==> src/rtl/ahbl_slv_mem_bridge.sv <==
// Purpose: terminates AHB-Lite transfers as single-beat req/gnt/rvalid memory requests.
// Latency: write completes zero-wait when mem_gnt is high; read needs gnt plus rvalid, then one ready cycle.
// Backpressure: mem_gnt low or rvalid pending holds hreadyout low; illegal size/alignment gives a two-cycle ERROR.
//
// Ports:
//   hclk, hreset          clock, asynchronous active-high reset
//   hsel..hwdata, hready  AHB-Lite slave inputs (hburst/hprot accepted, unused)
//   hreadyout, hresp      slave ready and response (00 OKAY, 01 ERROR)
//   hrdata                registered read data, updated only when read data returns
//   mem_req..mem_wdata    memory request side (word address, byte enables)
//   mem_gnt, mem_rvalid,  memory grant, read-data valid and read data
//   mem_rdata
module ahbl_slv_mem_bridge #(
    parameter  int AW  = 32,
    parameter  int DW  = 32,
    localparam int BW  = DW / 8,
    localparam int MAW = AW - $clog2(BW)
) (
    input  logic           hclk,
    input  logic           hreset,
    input  logic           hsel,
    input  logic [1:0]     htrans,
    input  logic [AW-1:0]  haddr,
    input  logic [2:0]     hsize,
    input  logic [2:0]     hburst,
    input  logic [1:0]     hprot,
    input  logic           hwrite,
    input  logic [DW-1:0]  hwdata,
    input  logic           hready,
    output logic           hreadyout,
    output logic [1:0]     hresp,
    output logic [DW-1:0]  hrdata,
    output logic           mem_req,
    output logic           mem_we,
    output logic [MAW-1:0] mem_addr,
    output logic [BW-1:0]  mem_be,
    output logic [DW-1:0]  mem_wdata,
    input  logic           mem_gnt,
    input  logic           mem_rvalid,
    input  logic [DW-1:0]  mem_rdata
);

    localparam int         BSH   = $clog2(BW);
    localparam logic [1:0] OKAY  = 2'b00;
    localparam logic [1:0] ERROR = 2'b01;

    typedef enum logic [2:0] {
        S_IDLE,
        S_WR,
        S_RD_REQ,
        S_RD_WAIT,
        S_RD_DONE,
        S_ERR1,
        S_ERR2
    } state_t;

    state_t         state, state_n;
    state_t         pick;
    logic           accept;
    logic           take;
    logic           acc_err;
    logic [MAW-1:0] waddr_q;
    logic [BW-1:0]  be_q;

    // hburst, hprot and the SEQ/NONSEQ distinction do not change behaviour.
    logic unused_ok;
    assign unused_ok = ^{hburst, hprot, htrans[0]};

    // 2^sz contiguous lanes starting at the byte offset.
    function automatic logic [BW-1:0] be_calc(input logic [2:0] sz, input logic [BSH-1:0] off);
        logic [BW-1:0] m;
        for (int i = 0; i < BW; i++) begin
            m[i] = (i < (1 << sz));
        end
        return m << off;
    endfunction

    // Any offset bit below the transfer size makes the access misaligned.
    function automatic logic misaligned(input logic [2:0] sz, input logic [BSH-1:0] off);
        logic bad;
        bad = 1'b0;
        for (int i = 0; i < BSH; i++) begin
            if ((i < int'(sz)) && off[i]) begin
                bad = 1'b1;
            end
        end
        return bad;
    endfunction

    assign accept  = hsel & htrans[1] & hready;
    // Capture only when this slave is ready, so an in-flight transfer is never overwritten.
    assign take    = accept & hreadyout;
    assign acc_err = (hsize > 3'(BSH)) | misaligned(hsize, haddr[BSH-1:0]);

    assign pick      = acc_err ? S_ERR1 : (hwrite ? S_WR : S_RD_REQ);
    assign mem_wdata = hwdata;
    assign mem_addr  = waddr_q;
    assign mem_be    = be_q;

    always_ff @(posedge hclk or posedge hreset) begin
        if (hreset) begin
            state   <= S_IDLE;
            waddr_q <= '0;
            be_q    <= '0;
            hrdata  <= '0;
        end else begin
            state <= state_n;
            if (take) begin
                waddr_q <= haddr[AW-1:BSH];
                be_q    <= be_calc(hsize, haddr[BSH-1:0]);
            end
            if ((state == S_RD_WAIT) && mem_rvalid) begin
                hrdata <= mem_rdata;
            end
        end
    end

    // In every ready state the branch below only runs while hreadyout=1,
    // so testing accept there is equivalent to testing take.
    always_comb begin
        state_n   = state;
        hreadyout = 1'b1;
        hresp     = OKAY;
        mem_req   = 1'b0;
        mem_we    = 1'b0;
        case (state)
            S_IDLE: begin
                state_n = accept ? pick : S_IDLE;
            end
            S_WR: begin
                mem_req   = 1'b1;
                mem_we    = 1'b1;
                hreadyout = mem_gnt;
                if (mem_gnt) begin
                    state_n = accept ? pick : S_IDLE;
                end
            end
            S_RD_REQ: begin
                mem_req   = 1'b1;
                hreadyout = 1'b0;
                if (mem_gnt) begin
                    state_n = S_RD_WAIT;
                end
            end
            S_RD_WAIT: begin
                hreadyout = 1'b0;
                if (mem_rvalid) begin
                    state_n = S_RD_DONE;
                end
            end
            S_RD_DONE: begin
                state_n = accept ? pick : S_IDLE;
            end
            S_ERR1: begin
                hreadyout = 1'b0;
                hresp     = ERROR;
                state_n   = S_ERR2;
            end
            S_ERR2: begin
                hresp   = ERROR;
                state_n = accept ? pick : S_IDLE;
            end
            default: begin
                state_n = S_IDLE;
            end
        endcase
    end

endmodule

==> config.mk <==
export PLATFORM = sky130hd
export DESIGN_NAME = ahbl_slv_mem_bridge
export DESIGN_NICKNAME = d
export VERILOG_FILES = /design/src/rtl/ahbl_slv_mem_bridge.sv
export SDC_FILE = /design/constraint.sdc
export NUM_CORES = 1
export LEC_CHECK = 0
export BUFFER_PORTS_ARGS = -buffer_cell sky130_fd_sc_hd__clkbuf_2
export CORE_UTILIZATION = 42
export DETAILED_ROUTE_END_ITERATION = 12
export HOLD_SLACK_MARGIN = 0.1
export PLACE_DENSITY_LB_ADDON = 0.15
export SLEW_MARGIN = 20
export SYNTH_ARGS = -nofsm -noshare
export SYNTH_HDL_FRONTEND = slang
export SYNTH_SLANG_ARGS = --single-unit
==> constraint.sdc <==
create_clock -name hclk -period 2.7 [get_ports hclk]
set_input_delay 0.27 -clock hclk [delete_from_list [all_inputs] [get_ports hclk]]
set_output_delay 0.27 -clock hclk [all_outputs]
set_load 0.05 [all_outputs]
==> qor.yml <==
setup_viol: 0
syn_inst: 222
dieArea_um2: 7950
skew_ps: 10.1
p_per_area_nw_per_um2: 1460
viasPerCell: 4.64
area_delta_synth_final_pct: 23.8
cts_resized: 0
crit_type: "reg -> out"
synth_edf_count: 0
dp_cells: 427
synth_fp_nets: 335
port_buffers: 144
seq_area_frac_synth_pct: 54.1
endpoint_kind: "output pin"
fillers: 703
worstPathArrival_ps: 1560
firstDrtPassIters: 6
grt-ovfl-total: 0
fin_crit_sh_pct: 67.6
comb_power_share_pct: 54.7
total_power_mw: 5.76
gp_congestion: 0.761
synth.distinct_cells: 35
cts_made_buffers: 9
root_buffer: "clkbuf_8"
syn_area_um2: 3190
synthTopCellsByCount: "dfrtp_1, buf_4, mux2_2, mux2_4, nor2_1"
power_leakage_nw: 2.15
p_sw_share_pct: 50.6
synth_warnings: 0
core_um2: 7290
insertion_delay_ps: 340
remaining_drc_errors: 0
multi_input_area_um2: 1120
cts.path.max_buffers: 2
first_global_vias: 1873
ys_seq_elements: 69
tightest_slew_ps: 572
period_minus_slack_ps: 1830
synth.avg_cell_area_um2: 14.4
rsz0062_at_grt: "false"
num_vias: 2059
antenna_left: 0
yosys.area.top_type: "dfrtp_1"
final_cells: 444
worst_setup_path_start_kind: "register"
post_cts_buffers: 0
fin_nets: 453
drive_above_1_share_pct: 67.2
required_ps: 2430
io-pin-count: 216
tns_ps: 0
synth_top_area_share_pct: 54.1
ys.flop_type: "dfrtp_1"
dr.first_iter.drc_count: 73
seq_area_um2: 1730
status: "finished, final reports clean"
synthArstFlopShare_pct: 100
wire_per_inst_um: 14.1
vdd_drop_max_v: 0.000520
diodes: 0
std_cell_rows: 31
htree_levels: 3
yosys.cell_count.top_type: "dfrtp_1"
grt_max_degree: 45
fmax_mhz: 548
dp_hpwl_um: 4590
relSlewSlack_pct: 61.8
clk_pin_slew_ps: 70
antenna_found_initial: 0
cts_tree: "built"
p_sw_mw: 2.92
start_util_pct: 43.8
hold_violations: 0
numClockSinks: 69
power_frac_seq_pct: 31.2
crit_fanout: 12
hold_class: "in -> reg"
die_h_um: 89.2
synthTopCellsByArea: "dfrtp_1, mux2_4, mux2_2"
grt_pass1_wl_um: 9200
fp.dieW_um: 89.2
clock_power_share_pct: 14.1
drv_slew: 0
track_usage_pct: 15.7
internal_power_mw: 2.84
post-route-util_pct: 54.2
drt_wl_total_um: 6250
cap_violations: 0
hold_ws_ps: 140
## cells in the final DEF, fill, tap and decap left out, drive strengths merged
cell type,n
mux2i,2
bufinv,1
conb,1
buf,4
a21o,1
nor3b,1
nand2,4
dfrtp,69
a22oi,1
nor4b,1
nor2b,1
nand2b,2
or2,1
clkinv,3
nor2,9
xor2,1
a211oi,3
mux2,66
clkbuf,154
and3,1
nand4,1
clkinvlp,2
dlygate4sd3,1
inv,3
a21oi,3
nand3,1
a31oi,1
o21ai,3
a31o,1
o221ai,1
and2,2
## kinds of logic after synthesis
kind of cell | share of synthesized area [%]
DFF | 54.1
muxes | 27.5
and+or+nand+nor | 4.31
AOI/OAI and AO/OA | 2.98
xor gates and xnor gates | 0.275
buffers and inverters | 10.7
other | 0.118
## final timing paths
kind	start	endpoint	slack, ps	depth (start not counted)
setup / recovery	state[0]	mem_req	870	3
hold / removal	mem_rdata[0]	hrdata[0]	140	2
setup reg to reg	state[1]	mem_addr[28]	910	5
hold reg to reg	hrdata[0]	hrdata[0]	490	1
max in group asynchronous	hreset	hrdata[9]	1540	4
min in group asynchronous	hreset	hrdata[8]	520	3
## sequential cells by signal, summed over array words and instances (netlist names)
name / flops
state: 3
hrdata: 32
mem_be: 4
mem_addr: 30
## timing repair
item / in CTS / in global routing
hold buffers: 1 / 0
setup endpoints to repair: 0 / 0
hold endpoints to repair: 25 / 0
## critical path, cell delays in order, from the launching register on
cell	delay [ps]
dfrtp_1	600
xor2_1	200
and2_1	150
clkbuf_2	270
## layer usage
metal / track usage, % / part of all wire, % / up-vias / routed length [um]
met1: 19.4 / 43 / 994 / 2670
met3: 4.62 / 7.1 / 21 / 446
met2: 24.8 / 48 / 81 / 2970
met5: 0 / 0 / - / 0
li1: - / - / 963 / -
met4: 8.51 / 2.6 / 0 / 161
## through the flow
| step | instance area, um2 | worst slack [ps] |
|---|---|---|
| after detailed placement | 3750 | 906 |
| after global placement | 3750 | 942 |
| after CTS | 3950 | 860 |
| after global routing | 3950 | 755 |
| final | 3950 | 875 |
| after floorplan | 3190 | 690 |
## cell type report
cell class | instances | share of cell area [%]
clock buffer | 10 | 3.23
sequential | 69 | 43.7
tap | 99 | 3.14
timing repair buffer | 149 | 19.6
multi-input combinational | 108 | 28.4
inverter | 3 | 0.285
clock inverter | 6 | 1.62
## power groups by stage
stage	Combinational (mW)	Clock [mW]	Sequential [mW]
2_1_floorplan	0.941	0	3.48
3_3_place_gp	3.16	0	1.79
3_5_place_dp	3.18	0	1.82
4_1_cts	3.18	0.843	1.80
5_1_grt	3.31	0.881	1.87
6_report	3.15	0.813	1.80
Note: power is estimated with default switching activity, not from simulation.
